--- config.mk ---
export PLATFORM = sky130hd
export DESIGN_NAME = key_arbiter
export DESIGN_NICKNAME = d
export VERILOG_FILES = /design/src/rtl/key_arbiter.sv
export SDC_FILE = /design/constraint.sdc
export NUM_CORES = 1
export LEC_CHECK = 0
export CORE_AREA = 3 3 74 76
export CTS_CLUSTER_SIZE = 16
export DETAILED_ROUTE_END_ITERATION = 16
export DIE_AREA = 0 0 77 79
export GPL_ROUTABILITY_DRIVEN = 0
export SLEW_MARGIN = 20
export SYNTH_ARGS = -nofsm -noshare
export SYNTH_HDL_FRONTEND = slang
export SYNTH_SLANG_ARGS = --single-unit
--- constraint.sdc ---
create_clock -name clk -period 3.5 [get_ports clk]
set_clock_uncertainty 0.2 [all_clocks]
set_input_delay 0.7 -clock clk [delete_from_list [all_inputs] [get_ports clk]]
set_output_delay 0.7 -clock clk [all_outputs]
set_load 0.02 [all_outputs]
--- src/rtl/key_arbiter.sv ---
// Arrow-key make/break decoder with last-pressed arbitration and a frame tick.
// keycode only changes on frame boundaries so a move decision holds for a whole frame.
module key_arbiter #(
  parameter int unsigned TICK_DIV  = 1000000,
  parameter logic [7:0]  KEY_UP    = 8'h75,
  parameter logic [7:0]  KEY_DOWN  = 8'h72,
  parameter logic [7:0]  KEY_LEFT  = 8'h6B,
  parameter logic [7:0]  KEY_RIGHT = 8'h74
) (
  input  logic       clk,
  input  logic       rst,
  input  logic       scan_valid,
  input  logic [7:0] scan_code,
  output logic [7:0] keycode,
  output logic       frame_tick,
  output logic [3:0] held
);

  localparam int CW = $clog2(TICK_DIV);
  localparam logic [CW-1:0] CNT_MAX = CW'(TICK_DIV - 1);

  typedef enum logic [1:0] {P_IDLE, P_EXT, P_EXT_BRK, P_BRK} pstate_t;

  pstate_t       state_reg, state_next;
  logic [CW-1:0] cnt_reg;
  logic [1:0]    last_idx_reg;
  logic          last_valid_reg;
  logic          key_hit, make, brk, wrap;
  logic [1:0]    key_idx;
  logic [3:0]    key_onehot, held_next;
  logic [7:0]    sel;

  // Index doubles as the bit position in held: 3=up, 2=left, 1=right, 0=down.
  function automatic logic [7:0] code_of(input logic [1:0] idx);
    case (idx)
      2'd3:    code_of = KEY_UP;
      2'd2:    code_of = KEY_LEFT;
      2'd1:    code_of = KEY_RIGHT;
      default: code_of = KEY_DOWN;
    endcase
  endfunction

  always_comb begin
    key_hit = 1'b1;
    key_idx = 2'd0;
    if (scan_code == KEY_UP)         key_idx = 2'd3;
    else if (scan_code == KEY_LEFT)  key_idx = 2'd2;
    else if (scan_code == KEY_RIGHT) key_idx = 2'd1;
    else if (scan_code == KEY_DOWN)  key_idx = 2'd0;
    else                             key_hit = 1'b0;
    key_onehot = 4'b0001 << key_idx;
  end

  always_comb begin
    state_next = state_reg;
    make       = 1'b0;
    brk        = 1'b0;
    if (scan_valid) begin
      case (state_reg)
        P_IDLE: begin
          if (scan_code == 8'hE0)      state_next = P_EXT;
          else if (scan_code == 8'hF0) state_next = P_BRK;
        end
        P_EXT: begin
          if (scan_code == 8'hF0)      state_next = P_EXT_BRK;
          else if (scan_code != 8'hE0) begin
            make       = key_hit;
            state_next = P_IDLE;
          end
        end
        P_EXT_BRK: begin
          brk        = key_hit;
          state_next = P_IDLE;
        end
        default: state_next = P_IDLE;
      endcase
    end
  end

  always_comb begin
    held_next = held;
    if (make) held_next = held | key_onehot;
    if (brk)  held_next = held & ~key_onehot;
  end

  always_comb begin
    sel = 8'h00;
    if (last_valid_reg) sel = code_of(last_idx_reg);
    else if (held[3])   sel = KEY_UP;
    else if (held[2])   sel = KEY_LEFT;
    else if (held[1])   sel = KEY_RIGHT;
    else if (held[0])   sel = KEY_DOWN;
  end

  assign wrap = (cnt_reg == CNT_MAX);

  always_ff @(posedge clk or posedge rst) begin
    if (rst) begin
      state_reg      <= P_IDLE;
      held           <= 4'b0000;
      last_idx_reg   <= 2'd0;
      last_valid_reg <= 1'b0;
    end else begin
      state_reg <= state_next;
      held      <= held_next;
      // Typematic repeats of an already-held key must not steal priority.
      if (make && !held[key_idx]) begin
        last_idx_reg   <= key_idx;
        last_valid_reg <= 1'b1;
      end else if (brk && last_valid_reg && last_idx_reg == key_idx) begin
        last_valid_reg <= 1'b0;
      end
    end
  end

  always_ff @(posedge clk or posedge rst) begin
    if (rst) begin
      cnt_reg    <= '0;
      frame_tick <= 1'b0;
      keycode    <= 8'h00;
    end else begin
      frame_tick <= wrap;
      if (wrap) begin
        cnt_reg <= '0;
        keycode <= sel;
      end else begin
        cnt_reg <= cnt_reg + 1'b1;
      end
    end
  end

endmodule

==> reports/metrics.cfg <==
[run_status]
status = finished, final reports clean

[global_route]
gr-total-overflow = 0
antenna_found_initial = 0
grt_pass1_vias = 1404
grtUsageTotal_pct = 12.7
grt_first_pass_wirelength_um = 6180
grt_start_max_net_pins = 37

[pwr]
power_uw = 810
p_per_area_nw_per_um2 = 352
leakagePower_nw = 0.954
vdd_drop_max_uv = 176

[logic_synthesis]
synth-simple-area-share_pct = 25.8
seq_area_frac_synth_pct = 47.7
synth_mux_area_share_pct = 4.10
synth_xor_area_share_pct = 7.88
synthAdderAreaFrac_pct = 0.662
ys_ff_latch = 36
synth_top_area_share_pct = 47.7
synth_area_um2 = 1890
avgSynthCellArea_um2 = 10.3
synth_cells = 184
async_reset_ff_share_pct = 100
synth_flop_cell = dfrtp_1
synth_nets = 196
synth_compound_area_share_pct = 10.1
yosys.area.top_type = dfrtp_1
synth_top_family_by_area = simple AND/OR/NAND/NOR gates
ys_top_cells_by_area = dfrtp_1, xnor2_1, nor2_1, mux2_2, nand3_1
yosysWarnings = 0
ys_types = 47
synth_enable_flop_cells = 0

[clocking]
cts_setup_buffers = 0
clockBufferDepth = 2
htreeDepth = 2
cts_root_buf = clkbuf_8
hold_buffers = 0
cts_tree = yes
clk_pin_slew_ns = 0.07
cts_buffers = 5
clk_latency_ns = 0.29
cts_resized = 0
cts.sinks = 36

[sta]
setup_viol = 0
rsz0062_at_grt = false
finalMaxSlewViolations = 0
hold_viol_final = 0
fmax_mhz = 364
period_minus_slack_ns = 2.75
whs_ns = 0.280
finalSetupTns_ns = 0
timing.final.crit_share_pct = 78.6

[final_layout]
drive_gt1_share_pct = 11.7
regArea_um2 = 901
multi_input_area_um2 = 922
nets = 225
fin_util_pct = 48.1
fill_cells = 448
antenna_cells = 0
area_delta_synth_final_pct = 21.8

[detailed_routing]
viasPerCell = 5.05
avgRoutedWirePerCell_um = 12.4
drc = 0
vias = 1418
routed.top_layer = met4
drt-met1-wl_um = 1620
ant_nets = 0
drt_iter0_drc = 29
wl_met3_um = 153
dr.pass1.iters = 4
wl_met2_um = 1640
drt_wl_total_um = 3480

[hold_path]
min_path_type = register to register
min_path_cells = 1

[critical_path]
worstPathRequired_ns = 3.47
crit_path_max_fanout = 5
crit_type = input pin to register
end_kind = register
arrival_ns = 2.72
start_kind = input pin
reg2reg_depth = 5

[floorplanning]
core_um2 = 4790
initial_utilization_pct = 39.5
row_count = 25
dieArea_um2 = 6080
io_pins = 24
die_w_um = 77
dieHeight_um = 79

[flow_run]
drv_cap = 0

[place]
numPortBuffers = 22
dp_hpwl_um = 2580

[kinds of logic (layout without fill, tap and decap cells)]
| logic type | count (synthesis) | after routing |
|---|---|---|
| other cells | 1 | 1 |
| compound gates | 25 | 25 |
| simple gates | 84 | 84 |
| buf+inv | 13 | 43 |
| mux | 7 | 7 |
| fa+ha+maj | 1 | 1 |
| xor+xnor | 17 | 17 |
| flops | 36 | 36 |
[power breakdown]
group | internal [mW] | leakage [nW] | switching, mW
Combinational | 0.0159 | 0.410 | 0.0198
Sequential | 0.416 | 0.489 | 0.000867
Clock | 0.211 | 0.0552 | 0.146
[critical path: stages]
cell and delay (ns):
clkdlybuf4s50_1 0.47, nor3b_1 0.35, nand2_1 0.25, a2111oi_4 0.36, o311a_2 0.27, mux2_1 0.32
[cell type report]
cell class | instances | share of cell area (%)
sequential | 36 | 39.1
tap | 67 | 3.64
timing repair buffer | 27 | 11.2
inverter | 8 | 1.30
clock inverter | 2 | 1.52
clock buffer | 6 | 3.15
multi-input combinational | 135 | 40.1
[path summary, 6_finish.rpt]
check | start | end | slack (ns)
min | cnt_reg[0] | cnt_reg[0] | 0.28
max | scan_code[1] | last_idx_reg[0] | 0.75
min in group asynchronous | rst | cnt_reg[12] | 0.61
max in group asynchronous | rst | last_valid_reg | 2.18
min reg2reg | cnt_reg[0] | cnt_reg[0] | 0.28
max reg2reg | cnt_reg[16] | keycode[1] | 1.04
[routing by layer]
layer,global-route usage (%),vias up
li1,-,714
met1,15.3,665
met2,21.2,31
met3,4.42,8
met4,4.45,0
met5,0,-
[cell usage after synthesis (2+ instances only)]
cell       n
a21oi_1    8
a31oi_1    3
and3_1     4
and4_1     3
and4b_1    2
buf_4      3
dfrtp_1   36
inv_1      8
mux2_2     5
nand2_1   12
nand2b_1   2
nand3_1   11
nand4_1    7
nand4b_1   2
nor2_1    18
nor2b_1    3
nor3_1     4
nor3b_1    3
nor4_1     4
o21ai_0    4
xnor2_1   11
xor2_1     6
[cell usage in the layout (no fill, tap or decap), types with 4 or more instances in the layout]
master	n
xor2_1	6
a21oi_1	8
and3_1	4
nand2_1	12
mux2_2	5
o21ai_0	4
buf_4	5
xnor2_1	11
nor4_1	4
nor3_1	4
nor2_1	18
clkbuf_8	5
inv_1	8
nand4_1	7
nand3_1	11
clkdlybuf4s50_1	22
dfrtp_1	36
[through the flow]
stage               instance area, µm²  instances  worst slack (ns)
finish                            2300        281             0.750
global route                      2300        281             0.668
CTS                               2300        281             0.760
detailed placement                2190        273             0.457
global placement                  2190        273             0.469
floorplan                         1890        184             0.886
Note: power is estimated with default switching activity, not from simulation.
